$ cat config.mk
export PLATFORM = sky130hd
export DESIGN_NAME = fifo_rd_packer
export DESIGN_NICKNAME = d
export VERILOG_FILES = /design/src/rtl/fifo_pkg.sv /design/src/rtl/fifo_pack_outreg.sv /design/src/rtl/fifo_rd_packer.sv
export SDC_FILE = /design/constraint.sdc
export NUM_CORES = 1
export LEC_CHECK = 0
export BUFFER_PORTS_ARGS = -buffer_cell sky130_fd_sc_hd__clkbuf_2
export CAP_MARGIN = 10
export CELL_PAD_IN_SITES_DETAIL_PLACEMENT = 0
export CELL_PAD_IN_SITES_GLOBAL_PLACEMENT = 1
export CORE_ASPECT_RATIO = 0.6
export CORE_MARGIN = 2
export CORE_UTILIZATION = 30
export CTS_CLUSTER_SIZE = 24
export DETAILED_ROUTE_END_ITERATION = 8
export PLACE_DENSITY_LB_ADDON = 0.05
export SLEW_MARGIN = 20
export SYNTH_ARGS = -nofsm -noshare
export SYNTH_HDL_FRONTEND = slang
export SYNTH_SLANG_ARGS = --single-unit
$ cat constraint.sdc
create_clock -name rd_clk -period 1.8 [get_ports rd_clk]
set_clock_uncertainty 0.2 [all_clocks]
set_input_delay 0.09 -clock rd_clk [delete_from_list [all_inputs] [get_ports rd_clk]]
set_output_delay 0.09 -clock rd_clk [all_outputs]
set_load 0.01 [all_outputs]
$ cat src/rtl/fifo_pkg.sv
// fifo_pkg: shared constants, lane keep-mask helper and
// assembly states for the FIFO read-side packer.
package fifo_pkg;

  localparam int FIFO_DW     = 8;
  localparam int FIFO_RD_LAT = 1;

  typedef enum logic {
    FILL,
    HOLD
  } asm_state_e;

  // Low cnt bits set; valid for cnt in 0..8.
  function automatic logic [7:0] keep_mask(
    input logic [3:0] cnt
  );
    return 8'((9'd1 << cnt) - 9'd1);
  endfunction

endpackage

$ cat src/rtl/fifo_pack_outreg.sv
// fifo_pack_outreg: valid/ready holding register for the packed word.
// Ports: clk, rst_n, i_load/i_data in, o_free, o_valid/o_data out, i_ready in.
module fifo_pack_outreg #(
  parameter int W = 37
) (
  input  logic         clk,
  input  logic         rst_n,
  input  logic         i_load,
  input  logic [W-1:0] i_data,
  output logic         o_free,
  output logic         o_valid,
  input  logic         i_ready,
  output logic [W-1:0] o_data
);

  logic         r_valid;
  logic [W-1:0] r_data;

  // Free when empty or draining this cycle, so words can go back-to-back.
  assign o_free  = !r_valid | i_ready;
  assign o_valid = r_valid;
  assign o_data  = r_data;

  always_ff @(posedge clk or negedge rst_n) begin
    if (!rst_n) begin
      r_valid <= 1'b0;
      r_data  <= '0;
    end else if (i_load) begin
      r_valid <= 1'b1;
      r_data  <= i_data;
    end else if (i_ready) begin
      r_valid <= 1'b0;
    end
  end

endmodule

$ cat src/rtl/fifo_rd_packer.sv
// fifo_rd_packer: pops DW-bit FIFO entries and packs PACK of them per word.
// Ports: rd_clk, rst_n; FIFO side fifo_empty, fifo_rd, fifo_data;
//   flush pulse; stream m_valid, m_ready, m_data, m_keep, m_last; busy.
// Optional idle auto-flush after TO_CYC cycles: define FIFO_PACK_FLUSH_EN.
module fifo_rd_packer
  import fifo_pkg::*;
#(
  parameter int DW     = FIFO_DW,
  parameter int PACK   = 4,
  parameter int TO_CYC = 16
) (
  input  logic               rd_clk,
  input  logic               rst_n,
  input  logic               fifo_empty,
  output logic               fifo_rd,
  input  logic [DW-1:0]      fifo_data,
  input  logic               flush,
  output logic               m_valid,
  input  logic               m_ready,
  output logic [DW*PACK-1:0] m_data,
  output logic [PACK-1:0]    m_keep,
  output logic               m_last,
  output logic               busy
);

  localparam int OW = DW * PACK;
  localparam int CW = $clog2(PACK + 1);
  localparam int PW = OW + PACK + 1;
  localparam logic [CW-1:0] CNT_FULL = CW'(PACK);
  localparam logic [CW-1:0] CNT_LAST = CW'(PACK - 1);

  if (PACK < 2 || PACK > 8 || TO_CYC < 1 || FIFO_RD_LAT != 1) begin : g_bad
    $error("fifo_rd_packer: unsupported parameters");
  end

  asm_state_e    r_state;
  asm_state_e    w_state_nxt;
  logic [CW-1:0] r_cnt;
  logic          r_pend;
  logic          r_run;
  logic          r_flush_pend;
  logic [DW-1:0] r_lane [PACK];

  logic          w_fill;
  logic          w_hold;
  logic          w_load;
  logic          w_out_free;
  logic          w_to;
  logic          w_flush_req;
  logic          w_flush_go;
  logic          w_flush_nop;
  logic          w_full_cap;
  logic [CW:0]   w_inflight;
  logic [PACK-1:0] w_keep;
  logic [OW-1:0] w_word;
  logic          w_last;
  logic [PW-1:0] w_out;

  assign w_fill = (r_state == FILL);

  // Lanes already filled plus the one byte that may be in flight.
  assign w_inflight = {1'b0, r_cnt} + {{CW{1'b0}}, r_pend};

  // r_run keeps pops off until the first edge after reset release.
  assign fifo_rd = r_run & !fifo_empty & !w_hold
                 & (w_inflight < (CW+1)'(PACK));

  assign w_flush_req = flush | r_flush_pend | w_to;
  assign w_flush_go  = w_fill & w_flush_req & (r_cnt != '0) & !r_pend;
  assign w_flush_nop = w_fill & w_flush_req & (r_cnt == '0) & !r_pend;
  assign w_full_cap  = w_fill & r_pend & (r_cnt == CNT_LAST);

  // A flush closing the word also blocks this cycle's pop, so no byte
  // can arrive while the partial word waits in HOLD.
  always_comb begin
    w_state_nxt = r_state;
    w_hold      = 1'b0;
    w_load      = 1'b0;
    unique case (r_state)
      FILL: begin
        w_hold = w_flush_go;
        if (w_flush_go || w_full_cap) begin
          w_state_nxt = HOLD;
        end
      end
      HOLD: begin
        w_hold = 1'b1;
        w_load = w_out_free;
        if (w_out_free) begin
          w_state_nxt = FILL;
        end
      end
      default: w_state_nxt = FILL;
    endcase
  end

  always_ff @(posedge rd_clk or negedge rst_n) begin
    if (!rst_n) begin
      r_state      <= FILL;
      r_run        <= 1'b0;
      r_pend       <= 1'b0;
      r_cnt        <= '0;
      r_flush_pend <= 1'b0;
    end else begin
      r_state <= w_state_nxt;
      r_run   <= 1'b1;
      r_pend  <= fifo_rd;
      if (w_fill && r_pend) begin
        r_cnt <= r_cnt + CW'(1);
      end else if (w_load) begin
        r_cnt <= {{(CW-1){1'b0}}, r_pend};
      end
      // A full word swallows any flush still waiting.
      if (w_flush_go || w_flush_nop || w_full_cap) begin
        r_flush_pend <= 1'b0;
      end else if (w_flush_req) begin
        r_flush_pend <= 1'b1;
      end
    end
  end

  always_ff @(posedge rd_clk or negedge rst_n) begin
    if (!rst_n) begin
      for (int i = 0; i < PACK; i++) begin
        r_lane[i] <= '0;
      end
    end else if (r_pend) begin
      for (int i = 0; i < PACK; i++) begin
        if ((w_fill && r_cnt == CW'(i)) || (w_load && i == 0)) begin
          r_lane[i] <= fifo_data;
        end
      end
    end
  end

  assign w_keep = PACK'(keep_mask(4'(r_cnt)));
  assign w_last = (r_cnt != CNT_FULL);

  always_comb begin
    w_word = '0;
    for (int i = 0; i < PACK; i++) begin
      if (w_keep[i]) begin
        w_word[i*DW +: DW] = r_lane[i];
      end
    end
  end

`ifdef FIFO_PACK_FLUSH_EN
  localparam int TW = $clog2(TO_CYC + 1);

  logic [TW-1:0] r_idle;
  logic          w_idle_run;

  assign w_idle_run = w_fill & (r_cnt != '0) & !r_pend & fifo_empty;
  assign w_to       = w_idle_run & (r_idle == TW'(TO_CYC - 1));

  always_ff @(posedge rd_clk or negedge rst_n) begin
    if (!rst_n) begin
      r_idle <= '0;
    end else if (!w_idle_run || w_to) begin
      r_idle <= '0;
    end else begin
      r_idle <= r_idle + TW'(1);
    end
  end
`else
  assign w_to = 1'b0;
`endif

  fifo_pack_outreg #(
    .W(PW)
  ) u_outreg (
    .clk    (rd_clk),
    .rst_n  (rst_n),
    .i_load (w_load),
    .i_data ({w_last, w_keep, w_word}),
    .o_free (w_out_free),
    .o_valid(m_valid),
    .i_ready(m_ready),
    .o_data (w_out)
  );

  assign m_data = w_out[OW-1:0];
  assign m_keep = w_out[OW +: PACK];
  assign m_last = w_out[PW-1];

  assign busy = (r_cnt != '0) | r_pend | m_valid;

endmodule

==> results summary <==
Tracing the worst setup path back leads to its startpoint at r_cnt[1]$_DFFE_PN0P_. sky130_fd_sc_hd__dfrtp_1 takes more of the synthesized area than any other cell. The die is 139.2 µm wide. The routed wirelength normalized by instance count is between 15 and 20 µm. After detailed routing, the wire length on met1 is 4.576 mm.

The upper clock frequency limit came out at between 500 and 600 MHz. The maximum count of clock buffers along a single path is 2. The detail route stage leaves a number of antenna-violating nets equal to 0. The detailed-route via count is 2,384. In this run switching power makes up between 30% and 40% of total power. The type of element capturing the critical path is an output pin. During placement, the flow inserted port buffers numbering 52.

The highest metal layer carrying signal wires in the routed design is met4. The synthesized design contains between 70 and 80 register bits. The overall die height came out at roughly 85 µm.

The maximum number of pins on one net before global-route repair is 31. The wire length of the first global-routing pass is roughly 14 mm. The placed instance count is 450. The clock network fraction of total power is between 20% and 30%. The amount of wire on met3 after detailed routing came out at 447 µm. The post-layout minimum cycle time came out at 1.997 ns. The met2 layer wire length in the routed design is around 3.8 mm. The flow ran to the end, but the final reports show violations. After the first detailed-routing iteration, the DRC count stood at 125. The relative area change from synthesis to final layout came out at 43.30%. The internal cell power is about 0.0055 W.

Averaged over all synthesized cells, the footprint is 13.31 µm². The power share of the sequential group is approximately 33%. The least setup slack across all paths after layout is -0.1968 ns. The setup slack of the most critical reg-to-reg path came out at -0.19 ns. After detailed routing, the number of vias per cell comes to 4.816.

TritonCTS built the clock tree. The total count of max-transition violations in the final report came to 0. For this design the static power due to leakage is ~2.2 nW. In this run the cell area of the synthesized design comes to between 3000 and 4000 µm². The number of library cell types mapped by synthesis is 40. The Yosys warning count came out at 0.

Dividing total power by cell area gives a power density of 1733 nW/µm². The number of levels in the clock H-tree came out at 3. The share of the yosys chip area belonging to registers is 58.60%. Along the worst path, the maximum fanout reaches 3. Of the total power, combinational logic draws 41.7%. The net switching component of the power is 0.002699 W.

The total routing resource utilization after global routing is between 10% and 20%. The global placer's final weighted congestion came out at approximately 0.73. Synthesis produced a netlist with a net count of roughly 270. The checks that failed: negative setup slack. The placeable core region came out at 10,630 µm². The critical path required time is 1.51 ns. The total power consumption of the routed design came out at roughly 0.0082 W.

In the post-synthesis netlist, the biggest area contributors are sky130_fd_sc_hd__dfrtp_1 59%, sky130_fd_sc_hd__mux2_4 7.3%, sky130_fd_sc_hd__mux2_2 5.5%. Setup repair after global routing could not meet its margin everywhere. The number of cell rows came out at 29. The arrival time at the worst endpoint is 1.71 ns. The post-detailed-route DRC marker count is 0.

The path class of the tightest hold or removal check is in2async. STA classifies the critical path startpoint as a flop. Clock-pin slew was measured on the worst setup and hold paths at around 0.060 ns. The leftover overflow at the end of global routing is 0. The starting density of the core is a little under a third. In this run the critical register-to-register path is captured at u_outreg.o_data[29]$_DFFE_PN0P_. IR analysis of the VDD net gives a maximum drop of about 0.57 mV. The HPWL after detailed placement is ~6 mm.

The termination of the worst setup path is fifo_rd. After synthesis, the largest area contributor takes up 58.60% of total cell area. The diode insertion count for antenna repair came out at 0. The I/O pin count came out at 53. Excluding fillers, the count of instances in the completed layout stands at 495. The cell count after synthesis is roughly 250. The startpoint identified for the worst register-to-register timing path is r_cnt[1]$_DFFE_PN0P_. The tree is rooted in a sky130_fd_sc_hd__clkbuf_16. Of the cells placed in the final design, the portion with a size suffix greater than 1 is 50.84%. The insertion delay of the later-clocked pin in the worst-skew pair came out at roughly 0.33 ns.

The number of antenna violations at the first check in global routing is 0. The final count of hold timing violations is 0. The final critical-path share of the clock period came out at 110.9%.

The wire length reported by the detailed router is about 8.9 mm. The floorplan step defined a die boundary enclosing ~12,000 µm². The layout net count came out at approximately 370. The number of max-capacitance violations reported came out at 0.

The total of endpoints with negative setup slack in the final report is 44. The number of global-route vias before repair came out at around 2,400. By startpoint and endpoint, the worst setup path is classified as reg2out. The number of detailed-routing iterations run before antenna repair came out at 4. The number of clock buffers inserted by TritonCTS is 9. The total clock sinks came out at 77. The number of cells on the worst reg-to-reg path is 7.
critical path: stages, from the launching register on:
cell and delay (ns):
sky130_fd_sc_hd__dfrtp_1 0.37, sky130_fd_sc_hd__inv_2 0.07, sky130_fd_sc_hd__ha_4 0.16, sky130_fd_sc_hd__nor2b_4 0.12, sky130_fd_sc_hd__or3_4 0.37, sky130_fd_sc_hd__and3_4 0.17, sky130_fd_sc_hd__buf_6 0.11
what timing repair did:
action                     in CTS  in global routing
hold endpoints to repair      111                  0
pin swaps                       5                 14
gates resized for setup        17                 30
setup endpoints to repair      53                 53
cloned                          1                  0
buffers inserted               11                  6
hold buffers                   11                  0
registers in the layout (all words and copies together), names as in the netlist:
signal,count
r_lane,32
u_outreg.o_data,37
r_pend,1
u_outreg.o_valid,1
r_run,1
r_flush_pend,1
r_state,1
r_cnt,3
layout by cell type, fill, tap and decap left out, types with 2 or more instances in the layout:
master / instances
sky130_fd_sc_hd__dfrtp_1: 77
sky130_fd_sc_hd__clkbuf_2: 50
sky130_fd_sc_hd__buf_4: 36
sky130_fd_sc_hd__mux2_4: 24
sky130_fd_sc_hd__o21ai_0: 20
sky130_fd_sc_hd__nand3_1: 17
sky130_fd_sc_hd__nand2_1: 12
sky130_fd_sc_hd__dlygate4sd3_1: 11
sky130_fd_sc_hd__o2bb2ai_2: 10
sky130_fd_sc_hd__clkbuf_16: 9
sky130_fd_sc_hd__a22o_1: 8
sky130_fd_sc_hd__mux2_2: 8
sky130_fd_sc_hd__buf_6: 7
sky130_fd_sc_hd__o2bb2ai_1: 6
sky130_fd_sc_hd__a21oi_1: 5
sky130_fd_sc_hd__ha_4: 4
sky130_fd_sc_hd__inv_2: 3
sky130_fd_sc_hd__and3_4: 3
sky130_fd_sc_hd__nand2b_1: 3
sky130_fd_sc_hd__o211ai_4: 3
sky130_fd_sc_hd__bufinv_16: 3
sky130_fd_sc_hd__buf_12: 3
sky130_fd_sc_hd__nor2b_4: 2
sky130_fd_sc_hd__nor2_1: 2
sky130_fd_sc_hd__nor3_4: 2
metrics by stage:
| stage | utilization (%) | setup WS (ns) | instance area (µm²) | hold WS, ns | TNS, ns |
|---|---|---|---|---|---|
| 6_report | 44.32 | -0.1968 | 4712 | 0.004234 | -4.250 |
| 5_1_grt | 44.32 | -0.2728 | 4712 | 0.02706 | -7.524 |
| 4_1_cts | 42.57 | -0.2239 | 4526 | 0.002478 | -2.097 |
| 3_5_place_dp | 36.45 | -0.1206 | 3875 | -0.1696 | -3.046 |
| 3_3_place_gp | 36.45 | -0.1747 | 3875 | -0.1697 | -3.011 |
| 2_1_floorplan | - | 0.01299 | 3324 | -0.4056 | 0 |
area by class of cell:
type                       instances  area, µm²
clock buffer                      10      229.0
clock inverter                     6      111.4
fill                            1004       5919
inverter                           4      15.01
multi-input combinational        152       1486
sequential                        77       1927
tap                              139      173.9
timing repair buffer             107      769.5
metal layers:
metal  GRT usage [%]  vias up
met5               0        -
met4           4.132        0
met3           5.023        8
met2           22.62       49
met1           23.94     1216
li1                -     1111
worst min path at each step:
stage | from | end | slack [ns] | cells past startpoint
finish | rst_n | r_lane[11]$_DFFE_PN0P_ | 0.004 | 2
global route | rst_n | r_lane[3]$_DFFE_PN0P_ | 0.03 | 2
CTS | rst_n | r_lane[10]$_DFFE_PN0P_ | 0.002 | 2
detailed placement | rst_n | u_outreg.o_data[17]$_DFFE_PN0P_ | -0.17 | 1
global placement | rst_n | r_lane[11]$_DFFE_PN0P_ | -0.17 | 1
floorplan | rst_n | r_cnt[0]$_DFFE_PN0P_ | -0.41 | 0
Yosys cell counts (all sizes together):
cell type,count
and3,3
nand3b,1
a31oi,1
conb,1
o21a,1
o21ai,22
and2b,1
a22o,8
a211oi,2
mux2,32
buf,12
dfrtp,77
o211ai,2
xor2,1
nand3,17
or3,2
nor2b,2
nand2,14
ha,5
nand2b,4
or2,1
nor4b,1
o2bb2ai,16
nor3,3
nor2,2
o22ai,1
a21oi,5
inv,4
or4b,1
o31ai,1
a21o,1
clkbuf,3
kinds of logic (layout without fill, tap and decap cells):
| logic type | count (synthesis) | count (layout) | share of synthesized area [%] |
|---|---|---|---|
| AOI/OAI and AO/OA | 60 | 61 | 13.17 |
| xor gates and xnor gates | 1 | 1 | 0.2664 |
| adders and majority gates | 5 | 5 | 1.903 |
| buffers and inverters | 19 | 127 | 3.919 |
| DFF | 77 | 77 | 58.60 |
| muxes | 32 | 32 | 12.79 |
| other | 1 | 1 | 0.1140 |
| and+or+nand+nor | 52 | 52 | 9.247 |
power groups by stage:
stage | sequential [W] | clock, W | combinational [W]
after global routing | 0.00278 | 0.00220 | 0.00369
after detailed placement | 0.00272 | 0 | 0.00260
after global placement | 0.00271 | 0 | 0.00260
final | 0.00270 | 0.00205 | 0.00341
after CTS | 0.00269 | 0.00212 | 0.00302
after floorplan | 0.00273 | 0 | 0.00153
(Power assumes the default switching activity.)
